==> src/rtl/bounce_gen_pkg.sv <==
`default_nettype none
// ============================================================================
// Module      : bounce_gen_pkg
// Description : Shared types and constants for the switch-bounce emulator.
//               Holds the FSM state type, the LFSR geometry and tap mask, the
//               LFSR next-state helper and the reduced-size bench defaults.
// Revision    : 1.0 - initial release
// ============================================================================
package bounce_gen_pkg;

    typedef enum logic [0:0] {
        IDLE   = 1'b0,
        BOUNCE = 1'b1
    } bounce_state_e;

    localparam int c_LFSR_WIDTH = 16;

    // Right-shifting Fibonacci register: feedback is the XOR of bits 0,2,3,5,
    // which realises x^16 + x^14 + x^13 + x^11 + 1. The result enters at bit 15.
    localparam logic [c_LFSR_WIDTH-1:0] c_LFSR_TAPS = 16'h002D;

    // Small window used by simulation benches: 1 MHz * 100 us = 100 cycles.
    localparam int c_TB_CLK_FREQ  = 1_000_000;
    localparam int c_TB_BOUNCE_US = 100;

    function automatic logic [c_LFSR_WIDTH-1:0] lfsr_next(input logic [c_LFSR_WIDTH-1:0] v);
        return {^(v & c_LFSR_TAPS), v[c_LFSR_WIDTH-1:1]};
    endfunction

endpackage
`default_nettype wire

==> src/rtl/bounce_gen_lfsr.sv <==
`default_nettype none
// ============================================================================
// Module      : bounce_gen_lfsr
// Description : 16-bit Fibonacci LFSR that advances only when asked to.
//               Supplies the pseudo-random toggle intervals of bounce_gen.
// Ports       : clk_i   - system clock
//               rst_ni  - asynchronous active-low reset (loads SEED)
//               step_i  - advance the register by one step this cycle
//               value_o - current register contents
// Revision    : 1.0 - initial release
// ============================================================================
module bounce_gen_lfsr
    import bounce_gen_pkg::*;
#(
    parameter logic [15:0] SEED = 16'hACE1
) (
    input  logic        clk_i,
    input  logic        rst_ni,
    input  logic        step_i,
    output logic [15:0] value_o
);

    logic [c_LFSR_WIDTH-1:0] r_state;

    always_ff @(posedge clk_i or negedge rst_ni) begin
        if (!rst_ni) begin
            r_state <= SEED;
        end else if (step_i) begin
            r_state <= lfsr_next(r_state);
        end
    end

    assign value_o = r_state;

endmodule
`default_nettype wire

==> src/rtl/bounce_gen.sv <==
`default_nettype none
// ============================================================================
// Module      : bounce_gen
// Description : Mechanical-switch bounce emulator. A change of the clean
//               level_i makes sw_o toggle at pseudo-random 1..2**GLITCH_BITS
//               cycle intervals for a fixed window, then settle to the level.
// Ports       : clk_i        - system clock
//               rst_ni       - asynchronous active-low reset
//               en_i         - 1: bounce on level change, 0: pass-through
//               level_i      - clean target switch level
//               sw_o         - emulated bouncy switch output (registered)
//               busy_o       - high while a bounce window is running
//               done_tick_o  - one-cycle pulse when the window ends
//               bounce_cnt_o - toggles in current/last window, saturating
// Revision    : 1.0 - initial release
// ============================================================================
module bounce_gen
    import bounce_gen_pkg::*;
#(
    parameter int          CLK_FREQ    = 100_000_000,
    parameter int          BOUNCE_US   = 5000,
    parameter int          GLITCH_BITS = 4,
    parameter logic [15:0] SEED        = 16'hACE1
) (
    input  logic       clk_i,
    input  logic       rst_ni,
    input  logic       en_i,
    input  logic       level_i,
    output logic       sw_o,
    output logic       busy_o,
    output logic       done_tick_o,
    output logic [7:0] bounce_cnt_o
);

    localparam int c_BOUNCE_CYCLES = CLK_FREQ / 1_000_000 * BOUNCE_US;
    localparam int c_WIN_W         = (c_BOUNCE_CYCLES > 1) ? $clog2(c_BOUNCE_CYCLES) : 1;

    localparam logic [c_WIN_W-1:0]     c_WIN_RELOAD = c_WIN_W'(c_BOUNCE_CYCLES - 1);
    localparam logic [c_WIN_W-1:0]     c_WIN_ONE    = c_WIN_W'(1);
    localparam logic [GLITCH_BITS-1:0] c_IVL_ONE    = GLITCH_BITS'(1);

    generate
        if (c_BOUNCE_CYCLES < 2) begin : g_chk_cycles
            $error("bounce_gen: bounce window must span at least 2 clock cycles");
        end
        if (GLITCH_BITS < 1 || GLITCH_BITS > 8) begin : g_chk_glitch
            $error("bounce_gen: GLITCH_BITS must be in 1..8");
        end
        if (SEED == 16'h0000) begin : g_chk_seed
            $error("bounce_gen: an all-zero LFSR seed locks up the generator");
        end
    endgenerate

    bounce_state_e          r_state;
    logic                   r_sw;
    logic                   r_target;
    logic                   r_done;
    logic [7:0]             r_cnt;
    logic [c_WIN_W-1:0]     r_win;
    logic [GLITCH_BITS-1:0] r_ivl;

    logic [15:0]            w_lfsr;
    logic                   w_start;
    logic                   w_retarget;
    logic                   w_run_ivl;
    logic                   w_step;
    logic                   w_lfsr_unused;

    // Only the low GLITCH_BITS of the LFSR feed the interval counter.
    assign w_lfsr_unused = ^w_lfsr;

    assign w_start    = (r_state == IDLE) && en_i && (level_i != r_target);
    assign w_retarget = (r_state == BOUNCE) && (level_i != r_target);
    // The interval counter runs on every BOUNCE cycle except the one that
    // closes the window; a retarget keeps it running.
    assign w_run_ivl  = (r_state == BOUNCE) && (w_retarget || (r_win != '0));
    // The LFSR advances exactly when a fresh interval is loaded.
    assign w_step     = w_start || (w_run_ivl && (r_ivl == '0));

    bounce_gen_lfsr #(
        .SEED    (SEED)
    ) u_lfsr (
        .clk_i   (clk_i),
        .rst_ni  (rst_ni),
        .step_i  (w_step),
        .value_o (w_lfsr)
    );

    always_ff @(posedge clk_i or negedge rst_ni) begin
        if (!rst_ni) begin
            r_state  <= IDLE;
            r_sw     <= 1'b0;
            r_target <= 1'b0;
            r_done   <= 1'b0;
            r_cnt    <= 8'd0;
            r_win    <= '0;
            r_ivl    <= '0;
        end else begin
            r_done <= 1'b0;
            case (r_state)
                IDLE: begin
                    if (!en_i) begin
                        r_sw     <= level_i;
                        r_target <= level_i;
                    end else if (w_start) begin
                        r_state  <= BOUNCE;
                        r_target <= level_i;
                        r_sw     <= ~r_sw;
                        r_cnt    <= 8'd1;
                        r_win    <= c_WIN_RELOAD;
                        r_ivl    <= w_lfsr[GLITCH_BITS-1:0];
                    end
                end
                BOUNCE: begin
                    if (w_retarget) begin
                        r_target <= level_i;
                        r_win    <= c_WIN_RELOAD;
                    end else if (r_win == '0) begin
                        r_sw    <= r_target;
                        r_state <= IDLE;
                        r_done  <= 1'b1;
                    end else begin
                        r_win <= r_win - c_WIN_ONE;
                    end

                    if (w_run_ivl) begin
                        if (r_ivl == '0) begin
                            r_sw  <= ~r_sw;
                            r_ivl <= w_lfsr[GLITCH_BITS-1:0];
                            if (r_cnt != 8'hFF) begin
                                r_cnt <= r_cnt + 8'd1;
                            end
                        end else begin
                            r_ivl <= r_ivl - c_IVL_ONE;
                        end
                    end
                end
                default: r_state <= IDLE;
            endcase
        end
    end

    assign sw_o         = r_sw;
    assign busy_o       = (r_state == BOUNCE);
    assign done_tick_o  = r_done;
    assign bounce_cnt_o = r_cnt;

endmodule
`default_nettype wire
==> config.mk <==
export PLATFORM = sky130hd
export DESIGN_NAME = bounce_gen
export DESIGN_NICKNAME = d
export VERILOG_FILES = /design/src/rtl/bounce_gen_pkg.sv /design/src/rtl/bounce_gen_lfsr.sv /design/src/rtl/bounce_gen.sv
export SDC_FILE = /design/constraint.sdc
export NUM_CORES = 1
export LEC_CHECK = 0
export CORE_ASPECT_RATIO = 1.25
export CORE_UTILIZATION = 35
export DETAILED_ROUTE_END_ITERATION = 8
export SLEW_MARGIN = 20
export SYNTH_ARGS = -nofsm -noshare
export SYNTH_HDL_FRONTEND = slang
export SYNTH_SLANG_ARGS = --single-unit
==> constraint.sdc <==
create_clock -name clk_i -period 2.4 [get_ports clk_i]
set_clock_uncertainty 0.1 [all_clocks]
set_input_delay 0.6 -clock clk_i [delete_from_list [all_inputs] [get_ports clk_i]]
set_output_delay 0.6 -clock clk_i [all_outputs]
set_load 0.05 [all_outputs]
Yosys cells after proc, flatten, opt, wreduce, memory -nomap -nowiden --
Index checks and enable logic that the tools add are counted.
Storage, ports and cells: register bits after elaboration 51, bits of input ports 4, output and inout port bits 11
Cells by class: add/subtract/negate cells 3, equal/unequal tests 10, muxes and demuxes 35, bitwise gates (word level) 2, reductions and logical operators 15
Operators with widths (number):
- 19-bit 2-to-1 mux | 4
- 8-bit 2-to-1 mux | 5
- 19-bit case mux with 2 select lines | 1
- 19-bit zero test | 1
- 19-bit nonzero test | 1
- 19-bit by 1-bit subtractor with 19-bit output (second input constant) | 1
- 1-bit 2-to-1 mux | 16
- 4-bit 2-to-1 mux | 4
- 8-bit case mux with 2 select lines | 1
- 16-bit parity | 1
- 8-bit by 1-bit adder with 8-bit output (second input constant) | 1
- 2-bit by 1-bit != test with 1-bit output (second input constant) | 4
- 8-bit != test (second input constant) | 1
- 4-bit case mux with 2 select lines | 1
- 3-bit != test (second input constant) | 2
- 1-bit case mux with 2 select lines | 3
- 3-bit AND reduction | 2
- 1-bit logical AND | 5
- 5-bit AND reduction | 1
- 4-bit zero test | 1
- 2-bit != test (second input constant) | 2
- 4-bit by 1-bit subtractor with 4-bit output (second input constant) | 1
- 1-bit logical OR | 2
- 1-bit NOT | 2
- other kinds (2) | 2

Depth between registers and ports, before layout --
word-level depth 6, gate-level depth with buffers 9, mapped depth without buffers 8

Hierarchy --
From an unflattened synthesis, not the netlist that was laid out.
Unflattened totals: cell total of the unflattened synthesis 261, area, all modules 2731.4 µm²
Modules (own cells, without submodules):
- bounce_gen | instances 1, cells an instance 223, area an instance 2055.7 µm²
- bounce_gen_lfsr | instances 1, cells an instance 38, area an instance 675.6 µm²

Least setup slack after synthesis --
OpenSTA, ideal clock, no wires.
path kind register to register, start point register r_win[13], end point register u_lfsr.r_state[12], in the netlist u_lfsr.value_o[12], arrival time 2355 ps, data required time 2175 ps, slack -180 ps, stages on the path, launching flop included 8, cell sequence dfrtp_1 or4_1 buf_2 or4_4 o21ai_4 o21ai_4 buf_6 mux2_4
Between the ends: longest elaborated chain between the ends 5
Ends and longest elaborated chain:
- start: declaration | line bounce_gen.sv:59 | logic [c_WIN_W-1:0] r_win;
- start signal: assignment | line bounce_gen.sv:110 | r_win <= c_WIN_RELOAD;
- start signal: assignment | line bounce_gen.sv:117 | r_win <= c_WIN_RELOAD;
- start signal: assignment | line bounce_gen.sv:123 | r_win <= r_win - c_WIN_ONE;
- 19-bit nonzero test | line bounce_gen.sv:76 | assign w_run_ivl = (r_state == BOUNCE) && (w_retarget || (r_win != '0));
- 1-bit logical OR | line bounce_gen.sv:76
- 1-bit logical AND | line bounce_gen.sv:76
- 1-bit logical AND | line bounce_gen.sv:78 | assign w_step = w_start || (w_run_ivl && (r_ivl == '0));
- 1-bit logical OR | line bounce_gen.sv:78
- end signal: assignment | line bounce_gen_lfsr.sv:29 | r_state <= lfsr_next(r_state);
- end: declaration | line bounce_gen_lfsr.sv:23 | logic [c_LFSR_WIDTH-1:0] r_state;
Every way passes these cells. A chain may end at the register's enable or synchronous reset.

Final worst setup path --
start point register r_win[11], end point register u_lfsr.r_state[14], in the netlist u_lfsr.value_o[14]
Same word-level chain as after synthesis.

==> results.py <==
metrics = {
    "sta": {
        "slew_headroom": 0.661,
        "finalSetupViolCount": 0,
        "fmax_mhz": 417,
        "tightest_slew_ps": 507,
        "hold_violations": 0,
        "fin_crit_sh": 1.00,
        "rsz0062_at_grt": "yes",
        "period_minus_slack_ps": 2400,
        "drv_slew": 0,
        "setup-tns-final_ps": 0,
    },
    "power": {
        "pwr_density_cell_nw_per_um2": 780,
        "fin_total_pwr_w": 0.00269,
        "ir_drop_uv": 395,
        "power.leakage_nw": 1.44,
    },
    "setup_path": {
        "critPathMaxStageDelay_ps": 570,
        "cp.arrival_ps": 2510,
        "critical_path_class": "register to register",
        "crit_family": "simple AND/OR/NAND/NOR gates",
        "worst-path-buf-inv": 0,
        "worstPathRequired_ps": 2510,
        "critPathLaunchType": "register",
        "slowest_stage": "or4_4",
        "cp-end-kind": "register",
        "crit_fanout": 8,
        "crit_path_cell_trace": "or4_4 > or4_4 > o21ai_4 > o21ai_4 > mux2_4",
    },
    "finish": {
        "diodes": 0,
        "utilization": 0.466,
        "num-nets-final": 324,
        "regArea_um2": 1290,
        "nFillCells": 701,
        "drive_above_1_share": 0.314,
        "area_growth_pct": 28.1,
        "multiInputGateArea_um2": 1390,
    },
    "floorplan": {
        "start_util": 0.364,
        "die-area_um2": 8050,
        "dieWidth_um": 80.5,
        "rows": 35,
        "ios": 15,
        "die_h_um": 100,
        "core_area_um2": 7400,
    },
    "synthesis": {
        "synthCells": 255,
        "synth_flop_cell": "dfrtp_1",
        "ys_warn_count": 0,
        "yosys.area.top_type": "dfrtp_1",
        "syn-num-nets": 262,
        "netlist.area_leader.share": 0.400,
        "synth_edf_count": 0,
        "yosysSeqAreaShare": 0.478,
        "synthesis.area_um2": 2690,
        "ys_ff_latch": 51,
        "yosysMostFrequentCell": "dfrtp_1",
        "ys_types": 52,
        "async_reset_ff_frac": 1.00,
        "postSynthAreaPerCell_um2": 10.6,
        "yosys-top-cells-count": "dfrtp_1, nor2_1, nand2_1",
        "synth_area_leaders": "dfrtp_1, dfstp_2, mux2_4, xnor2_1, mux2_2",
    },
    "route": {
        "drt_iter0_markers": 83,
        "drc": 0,
        "firstDrtPassIters": 4,
        "antenna_left": 0,
        "drt_wl_total_mm": 5.94,
        "vias": 2161,
        "wire_per_inst_um": 14.5,
        "routed_via_density": 5.27,
    },
    "run": {
        "max-cap-violations": 0,
    },
    "global_routing": {
        "grt_max_degree": 34,
        "grt_pass1_wl_mm": 10.2,
        "antenna_found_initial": 0,
        "track_usage": 0.164,
        "first_global_vias": 2113,
        "gr-total-overflow": 0,
    },
    "clock_network": {
        "htreeDepth": 2,
        "holdBufCountCts": 0,
        "cts_root_buf": "clkbuf_8",
        "numCtsBuffers": 5,
        "cts.sinks": 51,
        "clock_latency_ps": 320,
        "path_clk_slew_ps": 100,
        "cts_tree": "built",
        "cts.path.max_buffers": 2,
    },
    "place": {
        "port_buffers": 14,
        "dp.final_hpwl_mm": 4.39,
        "globalplace.congestion": 0.869,
    },
    "worst_hold_path": {
        "min_path_type": "input port to async pin",
    },
    "outcome": {
        "outcome": "completed",
    },
}
## registers in the layout (all words and copies together), names as in the netlist
name and cells:
done_tick_o 1, r_ivl 4, bounce_cnt_o 8, r_win 19, r_target 1, busy_o 1
u_lfsr.value_o 16, sw_o 1
## power by group
group          internal (W)  total (W)  switching, W
clock              0.000215   0.000532      0.000317
combinational      0.000464    0.00106      0.000595
sequential         0.000965    0.00110      0.000134
## through the flow
stage	cells	hold slack [ps]	area [um2]	setup slack (ps)
2_1_floorplan	255	204	2690	-180
3_3_place_gp	399	381	3290	-420
3_5_place_dp	399	390	3290	-396
4_1_cts	409	144	3420	-28.9
5_1_grt	410	164	3450	-46.6
6_report	410	136	3450	1.05
## cell usage in the layout (no fill, tap or decap), types with 4 or more instances in the layout
master           synthesis  final
o21ai_0                  6      6
buf_4                    0     47
dfrtp_1                 43     43
a211oi_1                 8      8
xnor2_1                 13     13
nand2_1                 21     21
or4_1                    6      5
clkbuf_8                 0      5
nand3_1                 12     12
mux2_2                   8      8
a21oi_1                 16     16
mux2_4                  10     10
inv_1                    8      8
dfstp_2                  8      8
nor2_1                  23     23
nor3_1                   4      4
clkdlybuf4s50_1          0     11
## metal layers
layer / track usage / wire length [um] / part of all wire
met1: 0.203 / 2700 / 0.45
met2: 0.275 / 2950 / 0.50
met3: 0.0300 / 163 / 0.027
met4: 0.0701 / 129 / 0.022
met5: 0 / 0 / 0
## path summary, 6_finish.rpt
kind / start / slack [ps] / to / cells past startpoint
worst min register to register: r_win[10]$_DFFE_PN0P_ / 410 / r_win[10]$_DFFE_PN0P_ / 1
max in group asynchronous: rst_ni / 1460 / u_lfsr.value_o[5]$_DFFE_PN1P_ / 2
worst max register to register: r_win[11]$_DFFE_PN0P_ / 1 / u_lfsr.value_o[14]$_DFFE_PN0P_ / 5
worst min-delay path: rst_ni / 140 / sw_o$_DFFE_PN0P_ / 1
worst max-delay path: r_win[11]$_DFFE_PN0P_ / 1 / u_lfsr.value_o[14]$_DFFE_PN0P_ / 5
min in group clk_i: r_win[10]$_DFFE_PN0P_ / 410 / r_win[10]$_DFFE_PN0P_ / 1
## worst register-to-register path: stages, from the launching register on
cell and delay (ps):
dfrtp_1 390, or4_4 570, or4_4 520, o21ai_4 230
o21ai_4 150, mux2_4 330
## area by class of cell
type                    count  area share
inverters                   8     0.00871
clock buffers               5      0.0199
multi-input cells         188       0.402
repair buffers             63       0.156
flip-flops and latches     51       0.373
clock inverters             3     0.00762
well taps                  92      0.0334
## cell families (layout without fill, tap and decap cells)
group                      Yosys count  in the layout  share of synthesized area
xor gates and xnor gates            17             17                     0.0553
adders and majority gates            3              3                     0.0139
AOI/OAI and AO/OA                   56             57                      0.147
and+or+nand+nor                     91             91                      0.182
buffers and inverters               17             79                     0.0270
muxes                               20             20                     0.0967
DFF                                 51             51                      0.478
## timing repair
action,4_1_cts,5_1_grt
endpoints found under the setup margin,28,25
buffers inserted,1,1
cloned,1,0
resized for setup,4,5
pin swaps,6,2
(Power assumes the default switching activity.)
